**config.mk**
```make
export PLATFORM = sky130hd
export DESIGN_NAME = debounce_bank
export DESIGN_NICKNAME = d
export VERILOG_FILES = /design/src/rtl/debounce_bank.sv
export SDC_FILE = /design/constraint.sdc
export NUM_CORES = 1
export LEC_CHECK = 0
export BUFFER_PORTS_ARGS = -buffer_cell sky130_fd_sc_hd__buf_4
export CAP_MARGIN = 20
export CORE_MARGIN = 8
export CORE_UTILIZATION = 55
export DETAILED_ROUTE_END_ITERATION = 10
export PLACE_DENSITY_LB_ADDON = 0.3
export SLEW_MARGIN = 20
export SYNTH_ARGS = -nofsm -noshare
export SYNTH_HDL_FRONTEND = slang
export SYNTH_SLANG_ARGS = --single-unit
export TNS_END_PERCENT = 30
```
**constraint.sdc**
```tcl
create_clock -name clock -period 2.9 [get_ports clock]
set_input_delay 0.435 -clock clock [delete_from_list [all_inputs] [get_ports clock]]
set_output_delay 0.435 -clock clock [all_outputs]
set_load 0.01 [all_outputs]
```
**src/rtl/debounce_bank.sv**
```systemverilog
// debounce_bank: multi-channel switch/button debouncer.
// Every channel runs independently through a synchroniser chain, a settle
// counter, a registered clean level and one-cycle rise/fall strobes.
// Optional long-press detection is compiled in with `define DEBOUNCE_HOLD_EN;
// without it the hold outputs are tied low and the port list is unchanged.
module debounce_bank #(
    parameter int CHANNELS    = 4,
    parameter int DELAY       = 270000,
    parameter int CNT_W       = 19,
    parameter int SYNC_STAGES = 2,
    parameter int HOLD_DELAY  = 27000000,
    parameter int HOLD_W      = 25
) (
    input  logic                clock,
    input  logic                reset,
    input  logic [CHANNELS-1:0] noisy,
    output logic [CHANNELS-1:0] clean,
    output logic [CHANNELS-1:0] rise,
    output logic [CHANNELS-1:0] fall,
    output logic [CHANNELS-1:0] hold
);

    localparam logic [CNT_W-1:0] DELAY_C = CNT_W'(DELAY);

    genvar gi;
    generate
        for (gi = 0; gi < CHANNELS; gi = gi + 1) begin : g_ch
            logic [SYNC_STAGES-1:0] sync_reg;
            logic                   s;
            logic                   cand_reg;
            logic [CNT_W-1:0]       count_reg;
            logic                   clean_reg;
            logic                   clean_next;
            logic                   rise_reg;
            logic                   fall_reg;

            assign s = sync_reg[SYNC_STAGES-1];

            // Shift the raw pin level through the synchroniser chain.
            always_ff @(posedge clock or posedge reset) begin
                if (reset) begin
                    sync_reg <= '0;
                end else begin
                    sync_reg <= {sync_reg[SYNC_STAGES-2:0], noisy[gi]};
                end
            end

            // Track the candidate level and how long it has been stable;
            // any change restarts the count, and a settled count saturates.
            always_ff @(posedge clock or posedge reset) begin
                if (reset) begin
                    cand_reg  <= 1'b0;
                    count_reg <= '0;
                end else if (s != cand_reg) begin
                    cand_reg  <= s;
                    count_reg <= '0;
                end else if (count_reg != DELAY_C) begin
                    count_reg <= count_reg + 1'b1;
                end
            end

            // The candidate is accepted once it has survived the full settle time.
            always_comb begin
                clean_next = clean_reg;
                if ((s == cand_reg) && (count_reg == DELAY_C)) begin
                    clean_next = cand_reg;
                end
            end

            // Register the clean level together with its edge strobes so
            // rise/fall line up exactly with the first cycle of the new level.
            always_ff @(posedge clock or posedge reset) begin
                if (reset) begin
                    clean_reg <= 1'b0;
                    rise_reg  <= 1'b0;
                    fall_reg  <= 1'b0;
                end else begin
                    clean_reg <= clean_next;
                    rise_reg  <= clean_next & ~clean_reg;
                    fall_reg  <= ~clean_next & clean_reg;
                end
            end

            assign clean[gi] = clean_reg;
            assign rise[gi]  = rise_reg;
            assign fall[gi]  = fall_reg;

`ifdef DEBOUNCE_HOLD_EN
            localparam logic [HOLD_W-1:0] HOLD_C = HOLD_W'(HOLD_DELAY);

            logic [HOLD_W-1:0] hold_cnt_reg;
            logic [HOLD_W-1:0] hold_cnt_next;
            logic              hold_reg;

            // Count cycles spent pressed; the count is dropped in the same
            // cycle the clean level falls so hold clears alongside fall.
            always_comb begin
                hold_cnt_next = hold_cnt_reg;
                if (!clean_next) begin
                    hold_cnt_next = '0;
                end else if (clean_reg && (hold_cnt_reg != HOLD_C)) begin
                    hold_cnt_next = hold_cnt_reg + 1'b1;
                end
            end

            // Long-press flag is high while the saturated count is held.
            always_ff @(posedge clock or posedge reset) begin
                if (reset) begin
                    hold_cnt_reg <= '0;
                    hold_reg     <= 1'b0;
                end else begin
                    hold_cnt_reg <= hold_cnt_next;
                    hold_reg     <= clean_next && (hold_cnt_next == HOLD_C);
                end
            end

            assign hold[gi] = hold_reg;
`else
            assign hold[gi] = 1'b0;
`endif
        end
    endgenerate

endmodule

```
# Word level (Yosys, flattened, before mapping)
# Index checks and enable logic that the tools add are counted.
[classes] n_addsub=4 eq_ne=16 mux=12 bitwise=16 reduce_logical=8
[ops] op="two-way mux 19 bit" n=8
[ops] op="adder 19 x 1 -> 19 bit (second input constant)" n=4
[ops] op="equality test 19 bit (second input constant)" n=4
[ops] op="inequality test 19 bit (second input constant)" n=4
[ops] op="bitwise AND 1 bit" n=8
[ops] op="inverter 1 bit" n=8
[ops] op="nonzero test 2 bit" n=4
[ops] op="equality test 1 bit" n=4
[ops] op="logical AND 1 bit" n=4
[ops] op="two-way mux 1 bit" n=4
[ops] op="inequality test 1 bit" n=4
[totals] register_bits=100 inputBits=6 output_inout_bits=16

# Longest topological paths before layout
# Gate-level depths: netlist (run 1).
[depth] depth_word=5 mapped_depth=6 mapped_depth_nobuf=6

# Worst setup path before layout (run 1)
# OpenSTA, ideal clock, no wires.
[synth_timing] path_type="register to register" start="register g_ch[1].count_reg[0]" end="register g_ch[1].count_reg[16]" setup_ns=0.066 arrival_time_ns=1.828 setup_slack_ns=1.006 path_stages_with_launch=6 synth_period_minus_slack_ns=1.894 cell_sequence="dfrtp_1 -> ha_1 -> nand3_2 -> or4_4 -> or4_1 -> nand2_1"
[synth_via] elab_chain_cells=3
[synth_rtl] element="start: declaration" line="31" text="logic [CNT_W-1:0] count_reg;"
[synth_rtl] element="start signal: assignment" line="58" text="count_reg <= count_reg + 1'b1;"
[synth_rtl] element="adder 19 x 1 -> 19 bit" line="58"
[synth_rtl] element="two-way mux 19 bit" line="57" text="end else if (count_reg != DELAY_C) begin"
[synth_rtl] element="two-way mux 19 bit" line="54" text="end else if (s != cand_reg) begin"
# Parallel ways exist; a longest one is shown, timed or not. The select of a mux whose other input is x is not followed.
# A chain may end at the register's enable or synchronous reset.

# Final worst setup path (run 1)
[layout_timing] start="register g_ch[1].count_reg[1]" end="register g_ch[1].count_reg[16]"
# The elaborated chain is that of the path after synthesis.

==> run summary, run 1 <==
The register with the most flip-flops in the layout has 76 of them. The number of antenna violations at the first check in global routing is 0. The insertion delay of the later-clocked pin in the worst-skew pair is between 300 and 400 ps.

The count of max-cap constraint violations came out at 0. The number of setup violations in the final report is 0. The die is about 110 um wide. The root buffer cell is clkbuf_8. The clock buffer count from CTS is 9. The number of resized instances in the post-cts repair step is 0. Net switching is a little over a quarter of the power. The detailed router finished its first iteration with about 160 violations. By startpoint and endpoint, the worst setup path is classified as reg -> reg. After detailed routing, the total wire length is slightly below 9 mm. The area after detailed placement is roughly 5100 um^2. The post-CTS setup repair buffer count is 0.

The site row count is 34. The clock network power share is approximately 33%. CTS built an H-tree with a depth of 3. The post-placement cell count came out at just over 600.

The mean number of vias per cell came out at about 5.7. The kind of cell adding the most delay to the critical path is simple AND/OR/NAND/NOR gates. Registers are responsible for 59.9% of the overall power. The max-slew violation count came out at 0. The count of buffers from port buffering is 17. The count of flip-flops with a built-in enable after synthesis is 0. The final cycle utilization of the critical path came out at between 70% and 80%. The power density normalized to cell area is 470 nW/um^2. The post-layout net count is between 500 and 600. The unique cell type count in the Yosys netlist is 39.

The part of the power in combinational logic came out at under 10%. The per-instance average area after synthesis is 9.77 um^2. The worst relative slew slack is between 40% and 50%.

The slowest stage of the critical path is the or4_4 cell. After synthesis the netlist holds a flip-flop and latch count of 100. The worst setup skew after layout is around 14 ps. The total number of yosys warnings came out at 0. For this configuration, the core starts out at a cell density of 56.6%. Counting flops with an async set or reset pin after synthesis yields a share of between 90% and 100%.

The global router's overall resource usage is 14.9%. The first detailed-routing pass took 4 iterations. The number of vias after detailed routing is 3543. 22 I/O pins were placed. The cell area after layout is ~5200 um^2.

The global-route wire length before repair came out at 15.7 mm. The tightest min-delay check is of the in -> reg type. The smallest clock period supported by the final layout is computed as 2060 ps. The buffers plus inverters on the worst setup path is 0. OpenSTA, run right after detailed placement, puts the worst setup slack at around 860 ps.

The post-synthesis cell area came out at between 4000 and 5000 um^2. The post-detailed-route wirelength per cell is between 10 and 15 um. The number of non-filler instances in the completed layout came out at approximately 620.

After clock tree synthesis, the clock-pin slew on the worst setup and hold paths is around 100 ps. The fraction of final layout cells with drive strength greater than 1 is 9.36%. The worst path arrival time is approximately 2400 ps. The number of global-route vias before repair came to around 3.5k.

The transition time at the pin with the least slew margin is 847 ps. For this design the total switching power over the nets is ~0.65 mW. Setup repair after global routing left no endpoint under its margin. The number of sinks driven by the clock tree came out at 100.

The full die area is 12200 um^2. The worst hold path begins at noisy[2]. The core region is between 8000 and 9000 um^2. The endpoint class of the critical path is a flop.

Routability-driven placement finished with a final weighted congestion of approximately 0.81. The startpoint of the most critical setup path is g_ch[1].count_reg[1]. Setup slack closes at roughly 840 ps.

The flow ran to the end, and the final reports show no timing, DRC or antenna violations. Cell internal power was estimated by the tool at ~1.8 mW. Hold repair after CTS inserted 0 buffers. Among all flip-flop cells after synthesis, the most frequent one is dfrtp_1.

The total count of hold-check failures in the final report came out at 0. The area growth from synthesis to layout came out at 6.83%. The peak per-stage delay on the critical path is roughly 610 ps. The required arrival time at the worst endpoint is about 3200 ps. The share of synthesized area occupied by flip-flops and latches came out at between 50% and 60%. After technology mapping, the gate count stands at between 500 and 600. TritonCTS built the clock tree. The maximum frequency from static timing analysis is a little under 500 MHz. The critical path goes through ha_1 > nand3_2 > or4_4 > or4_1 > nand2_1. The maximum resistive drop on vdd came out at 0.380 mV. The kind of start point of the critical path is a flop. The floorplan die height came out at ~110 um. The count of nets left with antenna violations once routing finished came out at 0. In the layout the commonest cells are dfrtp_1 (100), nor2_1 (49), nand2_1 (34). The maximum buffer depth of the clock tree is 2.

The total overflow reported by the global router came out at 0. The number of DRC violations after detailed routing came out at 0. The maximum fanout count along the critical path came out at 7. Summed over all cells, the static leakage comes to between 2 and 2.5 nW. The total negative setup slack is 0 ps. The post-detailed-placement half-perimeter wirelength is between 6 and 7 mm.

The maximum number of pins on one net before global-route repair is approximately 100. The antenna cell count came out at 0. The worst register-to-register path begins at g_ch[1].count_reg[1]. Leaving out fill and tap cells, the most frequent cell in the layout is dfrtp_1.
==> layer usage <==
| layer | part of all wire, % | GRT usage [%] | routed length, um |
|---|---|---|---|
| met1 | 47 | 18.2 | 4120 |
| met2 | 48 | 25.0 | 4170 |
| met3 | 3.9 | 4.60 | 341 |
| met4 | 1.1 | 3.96 | 99 |
| met5 | 0 | 0 | 0 |
==> stage by stage <==
stage          hold WS (ps)  power [mW]  util [%]
2_1_floorplan           331        1.62         -
3_3_place_gp            334        1.66      58.3
3_5_place_dp            340        1.67      58.3
4_1_cts                 151        2.50      60.5
5_1_grt                 140        2.59      60.5
6_report                174        2.47      60.5
==> synth_stat cells (all sizes together), types with 6 or more instances <==
library cell | instances | share of area, %
inv | 22 | 1.7
and3 | 6 | 0.76
a21oi | 26 | 2.6
nand3 | 34 | 3.6
nor3 | 13 | 1.3
nor4 | 15 | 2.0
or4 | 11 | 1.8
dfrtp | 100 | 51
buf | 19 | 2.8
nand2 | 34 | 2.6
nand4 | 21 | 2.8
o21ai | 25 | 2.5
ha | 8 | 2.0
or3 | 10 | 1.3
xnor2 | 20 | 3.6
o211ai | 8 | 1.2
nor2 | 49 | 3.7
xor2 | 31 | 5.5
clkbuf | 12 | 0.92
nor4b | 6 | 1.1
and4 | 9 | 1.6
==> power by group through the flow <==
stage	sequential, mW	clock, mW	combinational [mW]
2_1_floorplan	1.49	0	0.126
3_3_place_gp	1.50	0	0.161
3_5_place_dp	1.50	0	0.168
4_1_cts	1.48	0.861	0.168
5_1_grt	1.48	0.916	0.194
6_report	1.48	0.824	0.165
==> logic make-up after synthesis <==
logic type / after synthesis / share of synthesized area (%)
AO/OA/AOI/OAI: 67 / 7.74
XOR/XNOR: 51 / 9.09
adder cells (fa/ha/maj): 8 / 2.04
buffers and inverters: 53 / 5.35
flip-flops: 100 / 50.9
other: 1 / 0.0763
AND/OR/NAND/NOR: 223 / 24.8
==> worst paths after layout <==
check | slack (ps) | to | depth (start not counted)
worst min register to register | 360 | g_ch[1].sync_reg[1] | 0
min in group asynchronous | 210 | g_ch[0].count_reg[18] | 3
worst max-delay path | 840 | g_ch[1].count_reg[16] | 5
max in group asynchronous | 2290 | g_ch[2].count_reg[6] | 3
worst min-delay path | 170 | g_ch[2].sync_reg[0] | 1
worst max register to register | 840 | g_ch[1].count_reg[16] | 5
==> cell type report <==
type	instances	area (um^2)
clock inverters	6	60.1
flip-flops and latches	100	2500
inverters	22	86.3
multi-input cells	353	2160
clock buffers	10	128
fillers	736	3430
repair buffers	22	178
well taps	108	135
No activity file was read; power rests on OpenSTA's default activity.
==> inputs of run 2 (changes only) <==
--- a/config.mk
+++ b/config.mk
@@ -8,7 +8,7 @@
 export BUFFER_PORTS_ARGS = -buffer_cell sky130_fd_sc_hd__buf_4
 export CAP_MARGIN = 20
 export CORE_MARGIN = 8
-export CORE_UTILIZATION = 55
+export CORE_UTILIZATION = 60
 export DETAILED_ROUTE_END_ITERATION = 10
 export PLACE_DENSITY_LB_ADDON = 0.3
 export SLEW_MARGIN = 20
==> constraint.sdc (replaced) <==
create_clock -name clock -period 2 [get_ports clock]
set_input_delay 0.3 -clock clock [delete_from_list [all_inputs] [get_ports clock]]
set_output_delay 0.3 -clock clock [all_outputs]
set_load 0.01 [all_outputs]
==> run summary, run 2 (synthesized netlist as in run 1, its figures left out) <==
The total count of hold-check failures in the final report came to 0 (unchanged). The startpoint of the most critical setup path is g_ch[1].count_reg[1] (unchanged). The number of placed I/O pins is 22 (unchanged). The floorplan die height is 106 um (was 111 um).

The number of global-route vias before repair is 3799 (was 3547). The worst hold-check path type is in -> async (was in -> reg). The worst flop-to-flop path startpoint is g_ch[1].count_reg[1] (unchanged). The shortest period the worst path allows came out at 1950 ps (was 2060 ps). The post-layout total power came to 3.85 mW (was 2.47 mW). The insertion delay of the later-clocked pin in the worst-skew pair came out at 360 ps (about the same). The worst setup skew after layout came to 14.7 ps (was 14.4 ps).

The number of antenna violations at the first check in global routing was 0 (unchanged). The root buffer cell is clkbuf_8 (unchanged). The leakage power came out at 2.27 nW (was 2.18 nW). The clock network power share was 37.4% (was 33.4%).

The end of the worst register-to-register path is g_ch[1].count_reg[18] (was g_ch[1].count_reg[16]). The clock buffer count from CTS came out at 9 (unchanged). The area growth from synthesis to layout came to 9.78% (was 6.83%). The switching power total came out at 0.959 mW (was 0.650 mW).

The number of iterations in the first detailed-routing pass came out at 7 (was 4). The count of max-cap constraint violations is 0 (unchanged). The net switching fraction of the power is 24.9% (was 26.4%).

The total overflow reported by the global router is 0 (unchanged). The required arrival time at the worst endpoint is 2300 ps (was 3200 ps). The clock tree from TritonCTS is done (unchanged). The number of vias after detailed routing came out at 3684 (was 3543).

The post-detailed-route wirelength per cell came out at 14.9 um (was 14.1 um). The worst hold margin came out at 11.7 ps (was 174 ps). The area after detailed placement was 5160 um^2 (was 5060 um^2).

The fraction of final layout cells with drive strength greater than 1 was 12.0% (was 9.36%). The post-detailed-placement half-perimeter wirelength is 6.54 mm (was 6.11 mm). The part of the power in combinational logic came out at 7.1% (was 6.7%). The cell area after layout is 5390 um^2 (was 5250 um^2). The register share of total power came out at 55.5% (was 59.9%). The weighted congestion at the end of routability-driven global placement is 0.807 (was 0.809). The global-route wire length before repair was 16.6 mm (was 15.7 mm). The worst setup path endpoint is g_ch[1].count_reg[18] (was g_ch[1].count_reg[16]).

Setup repair after global routing missed its margin: true (was false). The internal power of the cells came out at 2.89 mW (was 1.81 mW). The total wire length came out at 9.40 mm (was 8.73 mm).

The site row count was 33 (was 34). The post-placement cell count came to 614 (was 605). The post-layout net count is 534 (was 522). The number of design-rule violations left by the first detailed-router iteration is 85 (was 155). Outcome: completed (unchanged). The maximum buffer depth of the clock tree came to 2 (unchanged). The count of buffers from port buffering is 17 (unchanged).

The H-tree depth came out at 3 (unchanged). The worst path arrival time came out at 2260 ps (was 2350 ps). The number of setup violations in the final report came out at 0 (unchanged).

The antenna cell count is 0 (unchanged). The clock-pin transition on the worst setup and hold timing paths is 100 ps (about the same). The global router's overall resource usage came out at 17.6% (was 14.9%). The final cycle utilization of the critical path is 97.7% (was 71.0%). The kind of start point of the critical path is a flop (unchanged). The post-CTS setup repair buffer count is 0 (unchanged). Highest-count cells in the layout ignoring fill and taps: dfrtp_1 (100), nor2_1 (49), nand2_1 (34) (unchanged). The number of non-filler instances in the completed layout is 630 (was 621). The number of DRC violations after detailed routing is 0 (unchanged). The total negative setup slack is 0 ps (unchanged). The number of flip-flops under the largest register name came out at 76 (unchanged). The power density normalized to cell area came out at 713 nW/um^2 (was 470 nW/um^2). The core area is 8090 um^2 (was 8680 um^2).

The maximum number of pins on one net before global-route repair was 51 (was 101). The count of nets left with antenna violations after detail routing came to 0 (unchanged). The full die area came to 11300 um^2 (was 12200 um^2). The max-slew violation count came out at 0 (unchanged). The maximum frequency from static timing analysis came to 512 MHz (was 486 MHz).

The type of the setup path with the least slack is reg -> reg (unchanged). The effective utilization at floorplan is 60.7% (was 56.6%). The number of sinks driven by the clock tree is 100 (unchanged). The maximum resistive drop on vdd is 0.463 mV (was 0.380 mV). The depth of the most critical reg-to-reg path is 5 (unchanged). The x dimension of the die was 106 um (was 111 um).

The maximum fanout count along the critical path came out at 5 (was 7). The most common cell after layout, fill and taps aside is dfrtp_1 (unchanged). The mean number of vias per cell came out at 5.85 (was 5.71). The setup slack of the most critical reg-to-reg path came out at 50 ps (was 840 ps). The endpoint class of the critical path is a flop (unchanged).
run 2: per-stage QoR:
step                setup slack [ps]  util [%]
floorplan                        106         -
global placement                 112      63.7
detailed placement              55.5      63.7
CTS                             34.7      66.5
global route                   -23.7      66.6
finish                          45.6      66.6
run 2: final cells by class:
| class | count | area, um^2 |
|---|---|---|
| fillers | 660 | 2700 |
| flip-flops and latches | 100 | 2500 |
| multi-input cells | 353 | 2170 |
| repair buffers | 34 | 280 |
| well taps | 105 | 131 |
| clock buffers | 9 | 124 |
| clock inverters | 7 | 100 |
| inverters | 22 | 86.3 |
run 2: power by group through the flow:
| stage | clock (mW) | sequential [mW] | combinational, mW |
|---|---|---|---|
| floorplan | 0 | 2.16 | 0.183 |
| global placement | 0 | 2.17 | 0.263 |
| detailed placement | 0 | 2.17 | 0.274 |
| CTS | 1.47 | 2.13 | 0.277 |
| global route | 1.54 | 2.15 | 0.315 |
| finish | 1.44 | 2.14 | 0.274 |
run 2: worst max-delay path: stages (launching register included):
cell     delay, ps
dfrtp_1        420
ha_1           240
nand3_2        100
or4_4          580
or4_1          490
nand2_1         80
run 2: routing by layer:
metal	track usage [%]	vias up	wire [um]
li1	-	1790	-
met1	22.0	1821	4270
met4	7.94	0	134
met5	0	-	0
met2	29.1	61	4640
met3	3.39	12	352
run 2: worst min-delay path by stage:
stage | depth (start not counted) | to | slack, ps
final | 3 | g_ch[3].count_reg[10] | 10
after global routing | 3 | g_ch[3].count_reg[10] | 20
after CTS | 3 | g_ch[3].count_reg[10] | 30
after detailed placement | 0 | g_ch[1].sync_reg[1] | 340
after global placement | 0 | g_ch[1].sync_reg[1] | 330
after floorplan | 0 | g_ch[0].sync_reg[1] | 330
run 2: repair_timing:
item / in CTS / in global routing
hold buffers: 0 / 0
setup endpoints to repair: 0 / 6
gates resized for setup: 0 / 4
hold endpoints to repair: 0 / 0
==> inputs of run 3 (changes only) <==
--- a/config.mk
+++ b/config.mk
@@ -7,10 +7,12 @@
 export LEC_CHECK = 0
 export BUFFER_PORTS_ARGS = -buffer_cell sky130_fd_sc_hd__buf_4
 export CAP_MARGIN = 20
+export CORE_ASPECT_RATIO = 0.8
 export CORE_MARGIN = 8
 export CORE_UTILIZATION = 60
 export DETAILED_ROUTE_END_ITERATION = 10
-export PLACE_DENSITY_LB_ADDON = 0.3
+export PLACE_DENSITY = 0.8
+export SETUP_SLACK_MARGIN = 0.3
 export SLEW_MARGIN = 20
 export SYNTH_ARGS = -nofsm -noshare
 export SYNTH_HDL_FRONTEND = slang
==> run summary, run 3 (synthesized netlist as in run 1, its figures left out) <==
Outcome: completed (unchanged). The insertion delay of the later-clocked pin in the worst-skew pair was 380 ps (was 360 ps). The global router's overall resource usage came out at 18.4% (was 17.6%). At the pin with the least slew margin, the transition time is between 700 and 800 ps. The maximum number of pins on one net before global-route repair is 40 (was 51).

The shortest period the worst path allows is 1950 ps (about the same). The number of placed I/O pins is 22 (unchanged). The mean number of vias per cell came out at 5.90 (was 5.85). The filler cell count in the final layout was 538 (was 660). The number of vias after detailed routing came out at 3757 (was 3684).

The full die area is 11400 um^2 (was 11300 um^2). The number of iterations in the first detailed-routing pass came out at 4 (was 7). The H-tree depth came to 3 (unchanged).

The total overflow reported by the global router is 0 (unchanged). The root buffer cell is clkbuf_8 (unchanged). The buffers plus inverters on the worst setup path is 1 (was 0). The maximum frequency from static timing analysis is 512 MHz (about the same).

The effective utilization at floorplan is 61.8% (was 60.7%). The startpoint of the most critical setup path is g_ch[2].count_reg[0] (was g_ch[1].count_reg[1]). The maximum buffer depth of the clock tree is 2 (unchanged). The type of the setup path with the least slack was reg -> reg (unchanged). The maximum resistive drop on vdd came to 0.661 mV (was 0.463 mV). The number of design-rule violations left by the first detailed-router iteration came out at 234 (was 85). The fraction of final layout cells with drive strength greater than 1 is 22.7% (was 12.0%). The number of antenna violations at the first check in global routing was 0 (unchanged). The post-layout net count is 538 (was 534). The antenna cell count came to 0 (unchanged). The area growth from synthesis to layout is 16.5% (was 9.78%). The core area came out at 7950 um^2 (was 8090 um^2). The switching power total is 0.994 mW (was 0.959 mW). The endpoint class of the critical path is a flop (unchanged). Series of cell instances along the critical path: inv_2 > ha_4 > or4b_4 > or4_4 > o211ai_1 > a21oi_1 (was ha_1 > nand3_2 > or4_4 > or4_1 > nand2_1).

The number of setup violations in the final report is 0 (unchanged). The clock-pin transition on the worst setup and hold timing paths is 100 ps (about the same). The power density normalized to cell area is 730 nW/um^2 (was 713 nW/um^2). The clock tree from TritonCTS is done (unchanged). The weighted congestion at the end of routability-driven global placement came out at 0.841 (was 0.807).

The count of max-cap constraint violations came to 0 (unchanged). The worst setup skew after layout is 11.6 ps (was 14.7 ps). The worst path arrival time came out at 2210 ps (was 2260 ps). The clock buffer count from CTS is 9 (unchanged). The most common cell after layout, fill and taps aside is dfrtp_1 (unchanged).

The leakage power is 2.32 nW (was 2.27 nW). The required arrival time at the worst endpoint came out at 2260 ps (was 2300 ps). The global-route wire length before repair came to 16.9 mm (was 16.6 mm).

In this run the tightest slew margin relative to its limit is between 50 and 60%. The internal power of the cells is 3.18 mW (was 2.89 mW). The slowest stage cell on the critical path is or4b_4 (was or4_4). The number of flip-flops under the largest register name is 76 (unchanged). The number of DRC violations after detailed routing came out at 0 (unchanged).

The post-detailed-route wirelength per cell is 16.2 um (was 14.9 um). The post-layout total power is 4.18 mW (was 3.85 mW). The part of the power in combinational logic came out at 8.3% (was 7.1%). Setup repair after global routing missed its margin: true (unchanged). The total wire length is 10.3 mm (was 9.40 mm).

The peak per-stage delay on the critical path came out at 480 ps (was 580 ps). The worst hold-check path type is in -> async (unchanged). The total count of hold-check failures in the final report came out at 0 (unchanged).

The post-detailed-placement half-perimeter wirelength came out at 6.72 mm (was 6.54 mm). The kind of cell adding the most delay to the critical path is simple AND/OR/NAND/NOR gates (unchanged). The count of buffers from port buffering came out at 17 (unchanged). The maximum fanout count along the critical path came out at 4 (was 5). The clock network power share came to 40.3% (was 37.4%). The register share of total power came out at 51.4% (was 55.5%). The site row count came out at 29 (was 33). The end-of-flow core utilization is 72.0% (was 66.6%). The max-slew violation count was 0 (unchanged). The floorplan die height is 96.9 um (was 106 um).

Highest-count cells in the layout ignoring fill and taps: dfrtp_1 (94), nor2_1 (49), buf_4 (35) (was dfrtp_1 (100), nor2_1 (49), nand2_1 (34)). The worst flop-to-flop path startpoint was g_ch[2].count_reg[0] (was g_ch[1].count_reg[1]). The number of global-route vias before repair is 3604 (was 3799).

The count of nets left with antenna violations after detail routing came out at 0 (unchanged). The x dimension of the die is 117 um (was 106 um). The number of sinks driven by the clock tree came to 100 (unchanged). The final cycle utilization of the critical path came out at 97.7% (about the same). The net switching fraction of the power came out at 23.8% (was 24.9%). The kind of start point of the critical path is a flop (unchanged).
run 3: power groups by stage:
stage	clock [mW]	combinational, mW	sequential, mW
global route	1.80	0.388	2.15
CTS	1.72	0.304	2.13
finish	1.68	0.347	2.15
global placement	0	0.268	2.17
floorplan	0	0.183	2.16
detailed placement	0	0.287	2.17
run 3: cell type report:
cell class,instances,area (um^2),area share (%)
clock inverter,7,146,2.56
multi-input combinational,353,2410,42.1
inverter,22,86.3,1.51
sequential,100,2510,43.9
timing repair buffer,38,313,5.47
tap,108,135,2.36
clock buffer,9,124,2.16
run 3: final timing paths:
path                                              to  slack [ps]  cells past startpoint
worst min-delay path            g_ch[1].count_reg[1]          20                      2
worst max-delay path            g_ch[2].count_reg[2]          50                      6
worst max register to register  g_ch[2].count_reg[2]          50                      6
min in group clock               g_ch[2].sync_reg[0]          30                      1
worst min register to register   g_ch[2].sync_reg[1]         350                      0
max in group asynchronous       g_ch[2].count_reg[8]        1380                      3
run 3: metrics by stage:
step / instances / setup TNS [ps] / hold WS [ps] / setup slack (ps) / area [um^2]
finish: 637 / 0 / 19.5 / 46.4 / 5720
detailed placement: 616 / 0 / 335 / 26.6 / 5150
floorplan: 506 / 0 / 331 / 106 / 4930
CTS: 633 / 0 / 8.83 / 90.2 / 5470
global placement: 616 / 0 / 335 / 110 / 5150
global route: 637 / -14.1 / 7.04 / -6.90 / 5720
run 3: repair_timing:
item	CTS	global route
endpoints found under the hold margin	1	0
pin swaps	2	34
cloned	0	0
hold buffers	1	0
buffers inserted	0	4
setup endpoints to repair	23	38
gates resized for setup	10	66
run 3: metal layers:
metal	global-route usage, %	share of wire, %
met1	24.3	44
met2	28.5	50
met3	5.22	4.8
met4	5.30	1.2
met5	0	0
